==> config.mk <==
export PLATFORM = sky130hd
export DESIGN_NAME = cofre_controlador
export DESIGN_NICKNAME = d
export VERILOG_FILES = /design/src/rtl/cofre_pkg.sv /design/src/rtl/cofre_dif_mag.sv /design/src/rtl/cofre_controlador.sv
export SDC_FILE = /design/constraint.sdc
export NUM_CORES = 1
export LEC_CHECK = 0
export CELL_PAD_IN_SITES_DETAIL_PLACEMENT = 0
export CELL_PAD_IN_SITES_GLOBAL_PLACEMENT = 1
export CORE_UTILIZATION = 41
export CTS_CLUSTER_SIZE = 40
export DETAILED_ROUTE_END_ITERATION = 8
export PLACE_DENSITY_LB_ADDON = 0.1
export SYNTH_ARGS = -nofsm -noshare
export SYNTH_HDL_FRONTEND = slang
export SYNTH_SLANG_ARGS = --single-unit
==> constraint.sdc <==
create_clock -name clock -period 5.7 [get_ports clock]
set_input_delay 0.855 -clock clock [delete_from_list [all_inputs] [get_ports clock]]
set_output_delay 0.855 -clock clock [all_outputs]
set_load 0.01 [all_outputs]
==> src/rtl/cofre_pkg.sv <==
// cofre_pkg: shared state encoding and width helper for the safe controller
// Contents:
//   estado_t  - controller state encoding (VAZIO, FECHADO, ABERTO, BLOQUEADO)
//   clog2     - bits needed to count 0..n-1, never less than 1
package cofre_pkg;
   typedef enum logic [1:0] {
      VAZIO     = 2'd0,
      FECHADO   = 2'd1,
      ABERTO    = 2'd2,
      BLOQUEADO = 2'd3
   } estado_t;
   // Never returns 0, so a one-cycle lockout still gets a real timer bit.
   function automatic int clog2(input int n);
      int r;
      r = 0;
      while ((1 << r) < n) r++;
      return (r < 1) ? 1 : r;
   endfunction
endpackage

==> src/rtl/cofre_dif_mag.sv <==
// cofre_dif_mag: combinational magnitude/sign comparator for two unsigned words
// Ports:
//   a, b   in  WIDTH  unsigned operands
//   mag    out WIDTH  |a - b|
//   neg    out 1      a < b (borrow of the WIDTH+1-bit subtraction)
//   igual  out 1      a == b
module cofre_dif_mag
   import cofre_pkg::*;
#(
   parameter int WIDTH = 4
) (
   input  logic [WIDTH-1:0] a,
   input  logic [WIDTH-1:0] b,
   output logic [WIDTH-1:0] mag,
   output logic             neg,
   output logic             igual
);
   logic [WIDTH:0] d;
   assign d     = {1'b0, a} - {1'b0, b};
   assign neg   = d[WIDTH];
   // |a-b| <= 2^WIDTH-1, so negating the low bits never overflows
   assign mag   = neg ? WIDTH'(0) - d[WIDTH-1:0] : d[WIDTH-1:0];
   assign igual = (a == b);
endmodule

==> src/rtl/cofre_controlador.sv <==
// cofre_controlador: digital safe controller with stored password, attempt count and lockout
// Ports:
//   clock       in  1      system clock, rising edge
//   reset       in  1      synchronous active-high reset
//   senha_in    in  WIDTH  password on the switches
//   cadastrar   in  1      strobe: store senha_in (only when empty or open)
//   confirmar   in  1      strobe: check senha_in against the stored password
//   trancar     in  1      strobe: close an open safe
//   diferenca   out WIDTH  |senha_in - senha_salva| at the last check
//   ponto       out 1      last checked password was below the stored one
//   tentativas  out 4      failed attempts since last success or unlock
//   led_verme   out 1      error flag set or locked out
//   led_azu     out 1      empty or closed with no error
//   led_verd    out 1      open
module cofre_controlador
   import cofre_pkg::*;
#(
   parameter int WIDTH       = 4,
   parameter int MAX_TENT    = 3,
   parameter int LOCK_CYCLES = 16
) (
   input  logic             clock,
   input  logic             reset,
   input  logic [WIDTH-1:0] senha_in,
   input  logic             cadastrar,
   input  logic             confirmar,
   input  logic             trancar,
   output logic [WIDTH-1:0] diferenca,
   output logic             ponto,
   output logic [3:0]       tentativas,
   output logic             led_verme,
   output logic             led_azu,
   output logic             led_verd
);
   localparam int TW = clog2(LOCK_CYCLES);
   estado_t          estado, estado_n;
   logic             erro, erro_n;
   logic [WIDTH-1:0] senha_salva;
   logic [TW-1:0]    timer;
   logic [WIDTH-1:0] mag;
   logic             neg, igual;
   logic [3:0]       tent_prox;
   logic             falha_max, checa, fim_bloq;
   cofre_dif_mag #(.WIDTH(WIDTH)) u_dif (
      .a     (senha_in),
      .b     (senha_salva),
      .mag   (mag),
      .neg   (neg),
      .igual (igual)
   );
   assign checa     = (estado == FECHADO) && confirmar;
   assign fim_bloq  = (estado == BLOQUEADO) && (timer == '0);
   assign tent_prox = (tentativas >= 4'(MAX_TENT)) ? tentativas : tentativas + 4'd1;
   assign falha_max = (tent_prox == 4'(MAX_TENT));
   always_comb begin
      estado_n = estado;
      erro_n   = erro;
      case (estado)
         VAZIO:     estado_n = cadastrar ? FECHADO : VAZIO;
         FECHADO:   if (confirmar) begin
                       estado_n = igual ? ABERTO : (falha_max ? BLOQUEADO : FECHADO);
                       erro_n   = !igual;
                    end
         // cadastrar wins over a simultaneous trancar/confirmar
         ABERTO:    estado_n = (!cadastrar && (trancar || confirmar)) ? FECHADO : ABERTO;
         BLOQUEADO: estado_n = (timer == '0) ? FECHADO : BLOQUEADO;
         default:   estado_n = VAZIO;
      endcase
   end
   // LEDs are registered from the next-state values so they line up with estado.
   always_ff @(posedge clock) begin
      if (reset) begin
         estado      <= VAZIO;
         erro        <= 1'b0;
         senha_salva <= '0;
         diferenca   <= '0;
         ponto       <= 1'b0;
         tentativas  <= 4'd0;
         timer       <= '0;
         led_verme   <= 1'b0;
         led_azu     <= 1'b1;
         led_verd    <= 1'b0;
      end else begin
         estado    <= estado_n;
         erro      <= erro_n;
         led_verd  <= (estado_n == ABERTO);
         led_verme <= erro_n || (estado_n == BLOQUEADO);
         led_azu   <= !erro_n && ((estado_n == VAZIO) || (estado_n == FECHADO));
         if (cadastrar && ((estado == VAZIO) || (estado == ABERTO)))
            senha_salva <= senha_in;
         if (checa) begin
            diferenca  <= mag;
            ponto      <= neg;
            tentativas <= igual ? 4'd0 : tent_prox;
         end
         if (fim_bloq)
            tentativas <= 4'd0;
         // Loaded with LOCK_CYCLES-1 so that the count down to 0 spans LOCK_CYCLES cycles.
         if (checa && !igual && falha_max)
            timer <= TW'(LOCK_CYCLES - 1);
         else if ((estado == BLOQUEADO) && (timer != '0))
            timer <= timer - 1'b1;
      end
   end
endmodule

==> qor.csv <==
metric,value,unit
outcome,finished clean,
tritoncts,done,
vias,988,
insertion_delay,310,ps
final_max_slew_viol_count,0,
tightestPinTransition,710.1,ps
cts_resized,0,
cpPeakStageDelay,410,ps
grt_overflow,0,
cts.clk_slew.worst_paths,130,ps
dr.first_iter.drc_count,17,
rsz0062_at_grt,no,
cap_violations,0,
skew,1.293,ps
cp_common_cell,inv_1,
p_total,0.3238,mW
start_kind,input pin,
path_cells,"clkdlybuf4s50_1, inv_1, ha_1, inv_1, fa_1, a21o_1, a21oi_1, mux2_2, o21a_1",
grt_pass1_vias,931,
cts.path.max_buffers,2,
area_growth,20.27,%
place_hpwl,1.761,mm
busiest_layer,met2,
hold_class,flop to flop,
netlist_top_cells_area,"dfxtp_1 39%, ha_1 7.4%, a21oi_1 6.8%",
drive_gt1_share,6.452,%
grtUsageMet3,2.093,%
finalHoldViolCount,0,
yosys.area.top_type,dfxtp_1,
period_share,46.75,%
rows,19,
numPortBuffers,20,
drc_errors,0,
min_period,2664,ps
cts.hold.buffers_added,0,
top_level_ports,21,
cts_setup_buffers,0,
grt_use_met2,24.78,%
htreeDepth,1,
place_inst,182,
slowest_stage,clkdlybuf4s50_1,
grtUsageTotal,16.57,%
synth_most_common_cell,dfxtp_1,
worstSetupPathType,input pin to flop,
ys_async_sr_fraction,0,%
avgSynthCellArea,8.649,um^2
slew_headroom,52.51,%
nets,173,
use_met1,23.35,%
synth.top_cell.area_share,38.86,%
pre_cts_ws,2693,ps
fp.dieH,55.76,um
ant_nets,0,
finalSetupViolations,0,
syn-cell-area,1185,um^2
synthTopCellsByCount,"23 x dfxtp_1, 16 x a21oi_1, 16 x nor2_1",
crit_arrival,2880,ps
critPathMaxFanout,3,
mappedNetlistNets,154,
grt_first_pass_wirelength,4.050,mm
critical-path-top-delay-family,compound AO/OA/AOI/OAI gates,
cts.sinks,23,
synth_cell_types,38,
antenna_found_initial,0,
root_buffer,clkbuf_4,
synthCells,137,
timing.setup.tns,0,ps
endpoint_kind,flop,
grt_max_degree,20,
synth_warnings,0,
cp_num_buf_inv,3,
fin_cells,186,
die_x,55.76,um
p_leak,0.5552,nW
irDropWorstVdd,0.1239,mV
avgRoutedWirePerCell,12.75,um
ys_ff_latch,23,
synthFlopType,dfxtp_1,
fp.dieArea,3109,um^2
antenna_cells,0,
place.gp.congestion,0.7609,
floorplan.initialDensity,42.97,%
setup_ws,3036,ps
via_per_inst,5.312,
powerDensity,227.2,nW/um^2
required,5920,ps
synth_edf_count,0,
cts_buffers,3,
drt-pass1-iter-count,4,
coreArea,2758,um^2
fmax,375.3,MHz
synth_seq_area_share,38.86,%
wl,2.371,mm
-- registers in the layout, indices dropped and copies added, names as in the netlist, 2 cells and up --
| register | count |
|---|---|
| diferenca | 4 |
| senha_salva | 4 |
| tentativas | 4 |
| timer | 4 |
| estado | 2 |
-- final timing paths --
check / from / depth (start not counted) / endpoint / slack (ps)
setup / recovery: senha_in[0] / 9 / diferenca[1]$_SDFFE_PP0P_ / 3040
hold / removal: ponto$_SDFFE_PP0P_ / 2 / ponto$_SDFFE_PP0P_ / 470
setup reg to reg: senha_salva[0]$_SDFFE_PP0P_ / 7 / diferenca[1]$_SDFFE_PP0P_ / 3700
hold reg to reg: ponto$_SDFFE_PP0P_ / 2 / ponto$_SDFFE_PP0P_ / 470
-- per-stage QoR --
stage                     cell area, um^2  utilization (%)  hold slack [ps]
after floorplan                      1185                -            464.6
after global placement               1398            50.68            445.1
after detailed placement             1398            50.68            452.1
after CTS                            1425            51.68            471.0
after global routing                 1425            51.68            476.9
final                                1425            51.68            470.5
-- worst register-to-register path: cells and delay by family (launching register included) --
| kind | cells | cell delay (ps) |
|---|---|---|
| AOI/OAI and AO/OA | 3 | 590 |
| adders and majority gates | 2 | 550 |
| buffers and inverters | 1 | 50 |
| DFF | 1 | 350 |
| muxes | 1 | 360 |
-- power by group --
part           switching, mW  total, mW  internal [mW]  leakage (nW)
Sequential           0.00563      0.174          0.169         0.188
Clock                 0.0501     0.0763         0.0262        0.0177
Combinational         0.0354     0.0731         0.0377         0.350
Total                 0.0911      0.324          0.233         0.555
-- kinds of logic after synthesis --
kind of cell / share of synthesized area [%]
AND/OR/NAND/NOR: 21.33
buffers and inverters: 5.385
XOR/XNOR: 5.597
AO/OA/AOI/OAI: 17.11
flip-flops: 38.86
multiplexers: 2.640
adder cells (fa/ha/maj): 9.081
-- cell usage in the layout (no fill, tap or decap), types with 2 or more instances in the layout --
cell type,instances
ha_1,7
o21ai_0,4
a211oi_1,2
nand3b_1,2
clkdlybuf4s50_1,20
xnor2_1,3
a21oi_1,16
nand3_1,4
nor3_1,6
clkbuf_4,3
nand2_1,8
a31oi_1,2
and3_1,2
dfxtp_1,23
nor2_1,16
nor2b_1,3
mux2i_1,2
xor2_1,2
inv_1,10
-- metal layers --
metal,vias to the layer above,wire (um)
met3,2,111
met1,445,1182
met5,-,0
li1,514,-
met2,27,1060
met4,0,17
-- final cells by class --
cell class / count / area (um^2)
Multi-Input combinational cell: 98 / 660.6
Sequential cell: 23 / 460.4
Fill cell: 269 / 1333
Clock buffer: 3 / 22.52
Tap cell: 31 / 38.79
Inverter: 10 / 37.54
Timing Repair Buffer: 20 / 200.2
Clock inverter: 1 / 5.005
Power figures use the tool's default switching activity.
